File: config.mk
export PLATFORM = sky130hd
export DESIGN_NAME = pulse_meter_flat
export DESIGN_NICKNAME = d
export VERILOG_FILES = /design/src/rtl/pulse_meter_if.sv /design/src/rtl/pulse_meter.sv /design/src/flat_wrapper.sv
export SDC_FILE = /design/constraint.sdc
export NUM_CORES = 1
export LEC_CHECK = 0
export ABC_AREA = 1
export ABC_CLOCK_PERIOD_IN_PS = 3300
export CAP_MARGIN = 15
export CORE_ASPECT_RATIO = 0.9
export CORE_MARGIN = 5
export CORE_UTILIZATION = 50
export CTS_CLUSTER_DIAMETER = 100
export DETAILED_ROUTE_END_ITERATION = 10
export GPL_ROUTABILITY_DRIVEN = 0
export PLACE_DENSITY_LB_ADDON = 0.1
export REMOVE_ABC_BUFFERS = 1
export SYNTH_ARGS = -nofsm -noshare
export SYNTH_HDL_FRONTEND = slang
export SYNTH_SLANG_ARGS = --single-unit
File: constraint.sdc
create_clock -name clk -period 3.3 [get_ports clk]
set_input_delay 0.33 -clock clk [delete_from_list [all_inputs] [get_ports clk]]
set_output_delay 0.33 -clock clk [all_outputs]
set_load 0.02 [all_outputs]
File: src/rtl/pulse_meter_if.sv
// Pulse meter bus: arm/pulse/ack requests and the measured result.
//   arm      - level request to measure the next high pulse
//   pulse    - synchronous signal whose high time is measured
//   ack      - consumer acknowledge of a presented result
//   count    - measured high time in clk cycles
//   valid    - result on count/overflow/timeout is presented
//   overflow - measurement saturated
//   timeout  - armed wait expired without a rising edge
//   busy     - armed or measuring
interface pulse_meter_if #(
    parameter int unsigned WIDTH = 32
);
    logic             arm;
    logic             pulse;
    logic             ack;
    logic [WIDTH-1:0] count;
    logic             valid;
    logic             overflow;
    logic             timeout;
    logic             busy;

    // Side that drives requests and consumes results
    modport master (
        output arm, pulse, ack,
        input  count, valid, overflow, timeout, busy
    );

    // The meter itself
    modport slave (
        input  arm, pulse, ack,
        output count, valid, overflow, timeout, busy
    );
endinterface

File: src/rtl/pulse_meter.sv
// Pulse meter: on request, measures the high time of the next pulse in clk
// cycles and holds the result until acknowledged.
//   clk   - single clock, rising edge
//   reset - asynchronous active-low reset
//   bus   - pulse_meter_if slave modport (arm/pulse/ack in, result out)
// WIDTH sets the count/counter width; TIMEOUT (0 = off) bounds the armed wait.
module pulse_meter #(
    parameter int unsigned WIDTH   = 32,
    parameter int unsigned TIMEOUT = 0
) (
    input logic          clk,
    input logic          reset,
    pulse_meter_if.slave bus
);

    localparam int unsigned WAIT_W = (TIMEOUT < 2) ? 1 : $clog2(TIMEOUT + 1);
    localparam logic [WIDTH-1:0] CYC_MAX = '1;

    typedef enum logic [1:0] {
        READY     = 2'd0,
        ARMED     = 2'd1,
        MEASURING = 2'd2,
        STOPPED   = 2'd3
    } state_t;

    state_t            state;
    logic              pulse_q;
    logic [WIDTH-1:0]  cycles;
    logic              sticky;
    logic [WAIT_W-1:0] wait_cnt;
    logic [WIDTH-1:0]  count_q;
    logic              overflow_q;
    logic              timeout_q;

    logic              rise;
    logic [WAIT_W-1:0] wait_next;

    assign rise      = bus.pulse & ~pulse_q;
    assign wait_next = wait_cnt + WAIT_W'(1);

    // Control FSM and result registers
    always_ff @(posedge clk or negedge reset) begin
        if (!reset) begin
            state      <= READY;
            // Held high so a pulse high across reset release is not an edge
            pulse_q    <= 1'b1;
            cycles     <= '0;
            sticky     <= 1'b0;
            wait_cnt   <= '0;
            count_q    <= '0;
            overflow_q <= 1'b0;
            timeout_q  <= 1'b0;
        end else begin
            pulse_q <= bus.pulse;
            case (state)
                READY: begin
                    cycles   <= '0;
                    sticky   <= 1'b0;
                    wait_cnt <= '0;
                    if (bus.arm) begin
                        state <= ARMED;
                    end
                end
                ARMED: begin
                    // Cancel beats a same-cycle edge, which beats timeout
                    if (!bus.arm) begin
                        state    <= READY;
                        wait_cnt <= '0;
                    end else if (rise) begin
                        state    <= MEASURING;
                        cycles   <= WIDTH'(1);
                        wait_cnt <= '0;
                    end else if (TIMEOUT != 0) begin
                        if (wait_next == WAIT_W'(TIMEOUT)) begin
                            state      <= STOPPED;
                            count_q    <= '0;
                            overflow_q <= 1'b0;
                            timeout_q  <= 1'b1;
                            wait_cnt   <= '0;
                        end else begin
                            wait_cnt <= wait_next;
                        end
                    end
                end
                MEASURING: begin
                    if (bus.pulse) begin
                        if (cycles == CYC_MAX) begin
                            sticky <= 1'b1;
                        end else begin
                            cycles <= cycles + WIDTH'(1);
                        end
                    end else begin
                        state      <= STOPPED;
                        count_q    <= cycles;
                        overflow_q <= sticky;
                        timeout_q  <= 1'b0;
                    end
                end
                STOPPED: begin
                    cycles   <= '0;
                    sticky   <= 1'b0;
                    wait_cnt <= '0;
                    // arm is ignored here; it must be seen again in READY
                    if (bus.ack) begin
                        state <= READY;
                    end
                end
                default: begin
                    state <= READY;
                end
            endcase
        end
    end

    // Status decoded from the state register
    assign bus.valid    = (state == STOPPED);
    assign bus.busy     = (state == ARMED) || (state == MEASURING);
    assign bus.count    = count_q;
    assign bus.overflow = overflow_q;
    assign bus.timeout  = timeout_q;

endmodule

File: src/flat_wrapper.sv
// flat-port wrapper written by rule: the top's interface ports become plain ports
module pulse_meter_flat 
#(
    parameter int unsigned WIDTH   = 32,
    parameter int unsigned TIMEOUT = 0
)
  (clk, reset, bus_arm, bus_pulse, bus_ack, bus_count, bus_valid, bus_overflow, bus_timeout, bus_busy);
  pulse_meter_if #(.WIDTH(WIDTH)) bus_i ();
  input logic clk;
  input logic reset;
  input wire logic [$bits(bus_i.arm)-1:0] bus_arm;
  input wire logic [$bits(bus_i.pulse)-1:0] bus_pulse;
  input wire logic [$bits(bus_i.ack)-1:0] bus_ack;
  output wire logic [$bits(bus_i.count)-1:0] bus_count;
  output wire logic [$bits(bus_i.valid)-1:0] bus_valid;
  output wire logic [$bits(bus_i.overflow)-1:0] bus_overflow;
  output wire logic [$bits(bus_i.timeout)-1:0] bus_timeout;
  output wire logic [$bits(bus_i.busy)-1:0] bus_busy;
  assign bus_i.arm = bus_arm;
  assign bus_i.pulse = bus_pulse;
  assign bus_i.ack = bus_ack;
  assign bus_count = bus_i.count;
  assign bus_valid = bus_i.valid;
  assign bus_overflow = bus_i.overflow;
  assign bus_timeout = bus_i.timeout;
  assign bus_busy = bus_i.busy;
  pulse_meter #(.WIDTH(WIDTH), .TIMEOUT(TIMEOUT)) u_core (.clk(clk), .reset(reset), .bus(bus_i));
endmodule
==> results.cfg, run 1 <==
[status]
status = completed

[sta]
fmax_mhz = 433
setup_tns_ns = 0
rsz0062_at_grt = no
fin_crit_sh = 0.700
period_minus_slack_ns = 2.31
finClkSkew_ns = 0.00940
final_hold_viol_count = 0
worst_slew_pin_slew_ns = 0.892
slew_violations = 0
timing.hold.ws_ns = 0.474
setup_viol = 0
slew_headroom = 0.405

[clock_tree]
cts_root_buffer = clkbuf_8
cts_resized = 0
clk_pin_slew_ns = 0.08
insertion_delay_ns = 0.35
cts_made_buffers = 9
htree_num_levels = 3
cts_tree = yes
numClockSinks = 69
clock_path_buffers = 2

[global_route]
track_usage = 0.199
grt_first_pass_wirelength_mm = 15.0
grt_max_degree = 64
antenna_found_initial = 0
overflow = 0
grt_pass1_vias = 3181

[flow_run]
drv_cap = 0

[final_layout]
areaGrowthSynthToFinish_pct = 17.1
layout.nets = 551
final_cell_count_no_fill = 637
antenna_cells = 0
drive_gt1_frac = 0.0680
utilization = 0.611

[synthesis]
ys_types = 30
synth_seq_cells = 69
yosys_warnings = 0
yosys-top-cells-area = dfrtp_1, nand2_1, nand3_1, o21ai_0, inv_1
synth_seq_area_share = 0.463
syn_area_sq_um = 3730
synth_top_area_cell = dfrtp_1
ys.flop_type = dfrtp_1
syn_inst = 502
async_reset_ff_frac = 1.00
avgSynthCellArea_sq_um = 7.43
synth-edff-count = 0
yosys.area.top_type_share = 0.456

[critical_path]
cp_num_buf_inv = 3
crit_top_cell = inv_1
cp-start-kind = flop
cp.arrival_ns = 2.54
crit_path_end_kind = flop
timing.rr.end = u_core.cycles[11]$_DFFE_PN0P_
cpPeakStageDelay_ns = 0.49
criticalPathCategory = flop to flop
slowest_stage = nand2_4
cp_num_cells = 9
rr_worst_depth = 9
critPathRequiredTime_ns = 3.53
cp_max_fo = 63
critical_path.top_delay_family = simple AND/OR/NAND/NOR gates
r2r_start = u_core.state[0]$_DFFE_PN0P_
worst-r2r-setup-slack_ns = 0.99
critical_path.cell_chain = inv_1 -> ha_1 -> inv_1 -> nor2_2 -> a21oi_1 -> nand2_4 -> inv_1 -> nand2_1 -> nand2_1

[floorplan]
dieArea_sq_um = 9290
rows = 29
core_area_sq_um = 7150
die_width_microns = 101
boundaryPins = 41
die_y_microns = 91.9
start_util = 0.522

[power_and_ir_drop]
power_density_nw_per_um2 = 684
max-vdd-ir-drop_mv = 0.529
p_leak_nw = 1.85

[placement]
port_buffers = 39
placedCellCount = 620
dp_hpwl_mm = 6.05

[min_path]
holdCritPathClass = flop to flop
whs_path_depth = 2
hold_start = u_core.bus.overflow$_DFFE_PN0P_
hold_end = u_core.bus.overflow$_DFFE_PN0P_

[detailed_routing]
drc_errors = 0
vias = 3334
wl_per_cell_microns = 13.5
drtIter0Drc = 196
drt-pass1-iter-count = 5
ant_nets = 0
wl_mm = 8.58
viasPerCell = 5.23
==> logic make-up (layout without fill, tap and decap cells) <==
logic type	Yosys count	after routing	synth area share
AOI/OAI and AO/OA	79	79	0.108
DFF	69	69	0.463
other	1	1	0.00101
buffers and inverters	62	104	0.0758
adders and majority gates	7	7	0.0235
and+or+nand+nor	283	283	0.326
xor gates and xnor gates	1	1	0.00235
==> cell type report <==
cell class	instances	area (sq um)
clock buffer	9	124
clock inverter	7	98.8
fill	678	2780
inverter	46	173
multi-input combinational	371	1720
sequential	69	1730
tap	93	116
timing repair buffer	42	410
==> where the power goes <==
group | internal [mW] | leakage, nW | total, mW | switching (mW)
logic | 0.425 | 0.811 | 1.08 | 0.653
clock network | 0.429 | 0.110 | 0.778 | 0.349
registers | 1.03 | 0.932 | 1.13 | 0.105
==> worst min-delay path: stages, from the launching register on <==
cell,delay (ns)
dfrtp_1,0.34
nand2_1,0.05
nand2_1,0.05
==> metal layers <==
metal	global-route usage	vias up	routed length [microns]
met5	0	-	0
met1	0.280	1549	4150
met3	0.0425	9	465
li1	-	1682	-
met2	0.313	94	3870
met4	0.0509	0	96
==> Yosys cell counts, types with 5 or more instances <==
cell	n
a21oi_1	6
buf_6	5
clkbuf_1	7
dfrtp_1	68
ha_1	7
inv_1	43
nand2_1	177
nand3_1	44
nor2_1	42
nor2_2	6
o21ai_0	40
o21ai_1	30
==> flip-flops by register name, summed over array words and instances, names as in the netlist, named ones only <==
| signal | cells |
|---|---|
| u_core.cycles | 32 |
| u_core.bus.overflow | 1 |
| u_core.sticky | 1 |
| u_core.pulse_q | 1 |
| u_core.bus.count | 32 |
| u_core.state | 1 |
==> worst max path at each step <==
| stage | start | endpoint |
|---|---|---|
| after detailed placement | u_core.state[0]$_DFFE_PN0P_ | u_core.cycles[11]$_DFFE_PN0P_ |
| after global placement | u_core.state[0]$_DFFE_PN0P_ | u_core.cycles[11]$_DFFE_PN0P_ |
| final | u_core.state[0]$_DFFE_PN0P_ | u_core.cycles[11]$_DFFE_PN0P_ |
| after global routing | u_core.state[0]$_DFFE_PN0P_ | u_core.cycles[0]$_DFFE_PN0P_ |
| after CTS | u_core.state[0]$_DFFE_PN0P_ | u_core.cycles[11]$_DFFE_PN0P_ |
| after floorplan | u_core.state[0]$_DFFE_PN0P_ | u_core.cycles[10]$_DFFE_PN0P_ |
==> what timing repair did <==
item	4_1_cts	5_1_grt
buffers inserted	0	0
endpoints found under the hold margin	26	0
hold buffers	1	0
==> metrics by stage <==
step	setup WS, ns	power (mW)	area [sq um]
final	0.989	2.99	4370
after global routing	0.716	3.18	4370
after CTS	0.999	3.03	4370
after detailed placement	1.02	2.24	4140
after global placement	1.15	2.20	4140
after floorplan	1.23	1.74	3620
==> cell usage in the layout (no fill, tap or decap), types with 2 or more instances in the layout <==
cell and instances:
ha_1 7, nor2_2 6, nor2_1 42, a21oi_1 6
nor2_4 2, bufinv_16 2, nand3_1 44, nand2_1 177
inv_1 43, buf_4 2, clkbuf_8 9, inv_2 2
o21ai_1 30, nand2_4 2, o21ai_0 40, clkinv_4 2
clkdlybuf4s50_1 38, dfrtp_1 68, nand2_2 3, nand4_1 3
No activity file was read; power rests on OpenSTA's default activity.
==> run 2: changes to the inputs <==
Settings changed: ABC_CLOCK_PERIOD_IN_PS 3300 to 1900.
Clock period 3.3 ns to 1.9 ns, I/O delays scaled along.
==> run 2 against run 1 <==
  * Via count fell by 2.0%
  * Core utilization rose by 1.4 points
  * Register-to-register slack got worse by 0.82 ns
  * Sequential share of layout area fell by 0.81 points
  * Critical path depth did not move
  * Worst hold slack got worse by 0.11 ns
  * Non-clock buffer count rose by 9
  * Clock skew fell by 0.0017 ns
  * First-iteration DRC count fell by 20%
  * Flip-flop and latch count did not move
==> results.cfg, run 2 (synthesis gave the netlist of run 1 again) <==
[clock_tree]
cts_tree = yes
numClockSinks = 69
htree_num_levels = 3
clock_path_buffers = 2
insertion_delay_ns = 0.35
clk_pin_slew_ns = 0.07
cts_root_buffer = clkbuf_8
cts_made_buffers = 9
cts_setup_buffers = 0

[detailed_routing]
drc_errors = 0
drt-pass1-iter-count = 5
ant_nets = 0
wl_mm = 8.53
drtIter0Drc = 156
viasPerCell = 5.06
wl_per_cell_microns = 13.2
vias = 3267

[final_layout]
drive_gt1_frac = 0.0850
final_common_cell = nand2_1
antenna_cells = 0
layout.nets = 560
final_cell_mix = nand2_1, dfrtp_1, nand3_1
utilization = 0.625
final_cell_count_no_fill = 646
nFillCells = 646
areaGrowthSynthToFinish_pct = 19.8
final_area_sq_um = 4470

[sta]
layout_setup_ws_ns = 0.166
period_minus_slack_ns = 1.73
slew_violations = 0
fin_crit_sh = 0.912
timing.hold.ws_ns = 0.360
finClkSkew_ns = 0.00773
rsz0062_at_grt = no
fmax_mhz = 577
setup_viol = 0
final_hold_viol_count = 0

[floorplan]
die_width_microns = 101
core_area_sq_um = 7150
boundaryPins = 41
rows = 29
die_y_microns = 91.9
dieArea_sq_um = 9290
start_util = 0.522

[placement]
port_buffers = 39
placedCellCount = 628
pre_cts_slack_ns = 0.108
place_area_sq_um = 4230
dp_hpwl_mm = 5.99

[power_and_ir_drop]
max-vdd-ir-drop_mv = 0.777
power_density_nw_per_um2 = 1160
p_leak_nw = 1.90

[global_route]
overflow = 0
antenna_found_initial = 0
grt_first_pass_wirelength_mm = 14.4
track_usage = 0.193
grt_pass1_vias = 3098
grt_max_degree = 70

[critical_path]
critPathRequiredTime_ns = 2.12
cp_num_buf_inv = 1
cp.arrival_ns = 1.96
crit_path_end_kind = flop
critical_path.cell_chain = ha_1 -> nand2_2 -> nor2_4 -> nand2_4 -> nor2_8 -> nand4_4 -> nand2_4 -> buf_4 -> o21ai_0
slowest_stage = dfrtp_2
critical_path.top_delay_family = simple AND/OR/NAND/NOR gates
criticalPathCategory = flop to flop
rr_worst_depth = 9
crit_top_cell = nand2_4
cp-start-kind = flop
cp_max_fo = 14
cp_num_cells = 9
cpPeakStageDelay_ns = 0.41

[min_path]
whs_path_depth = 1
holdCritPathClass = input port to flop

[flow_run]
drv_cap = 0

[status]
status = completed
## run 2: worst paths after layout
| check | slack (ns) | to | from |
|---|---|---|---|
| setup / recovery | 0.17 | u_core.cycles[1]$_DFFE_PN0P_ | u_core.cycles[0]$_DFFE_PN0P_ |
| hold / removal | 0.36 | u_core.pulse_q$_DFF_PN1_ | bus_pulse |
| setup reg to reg | 0.17 | u_core.cycles[1]$_DFFE_PN0P_ | u_core.cycles[0]$_DFFE_PN0P_ |
| hold reg to reg | 0.47 | u_core.bus.count[2]$_DFFE_PN0P_ | u_core.bus.count[2]$_DFFE_PN0P_ |
| max in group asynchronous | 1.18 | u_core.pulse_q$_DFF_PN1_ | reset |
| min in group asynchronous | 0.40 | u_core.bus.count[7]$_DFFE_PN0P_ | reset |
## run 2: through the flow
stage | TNS (ns) | power, mW
after floorplan | -0.840 | 3.02
after global placement | 0 | 3.94
after detailed placement | 0 | 3.97
after CTS | 0 | 5.16
after global routing | 0 | 5.54
final | 0 | 5.19
## run 2: repair_timing
item                                   4_1_cts  5_1_grt
setup endpoints to repair                    1       25
pin swaps                                    0        0
endpoints found under the hold margin       68        0
gates cloned                                 0        1
gates resized for setup                      1        3
hold buffers                                 1        0
## run 2: power by group
part	leakage [nW]	total (mW)	switching [mW]	internal (mW)
Clock	0.0923	1.17	0.571	0.603
Sequential	0.930	1.96	0.173	1.78
Combinational	0.879	2.06	1.18	0.876
Total	1.90	5.19	1.93	3.26
## run 2: final cells by class
class	count	area, sq um	area share
tap	93	116	0.0261
inverter	46	173	0.0387
sequential	69	1730	0.387
multi-input combinational	371	1720	0.386
clock buffer	10	128	0.0286
timing repair buffer	51	532	0.119
clock inverter	6	63.8	0.0143
## run 2: worst register-to-register path: cells and delay by family (launching register included)
family | cells | cell delay, ns
buf+inv | 1 | 0.20
fa+ha+maj | 1 | 0.20
compound gates | 1 | 0.10
flops | 1 | 0.41
simple gates | 6 | 0.72
## run 2: layer usage
metal | GRT usage | share of wire
met5 | 0 | 0
met4 | 0.0698 | 0.015
met3 | 0.0486 | 0.060
met2 | 0.283 | 0.42
met1 | 0.276 | 0.50
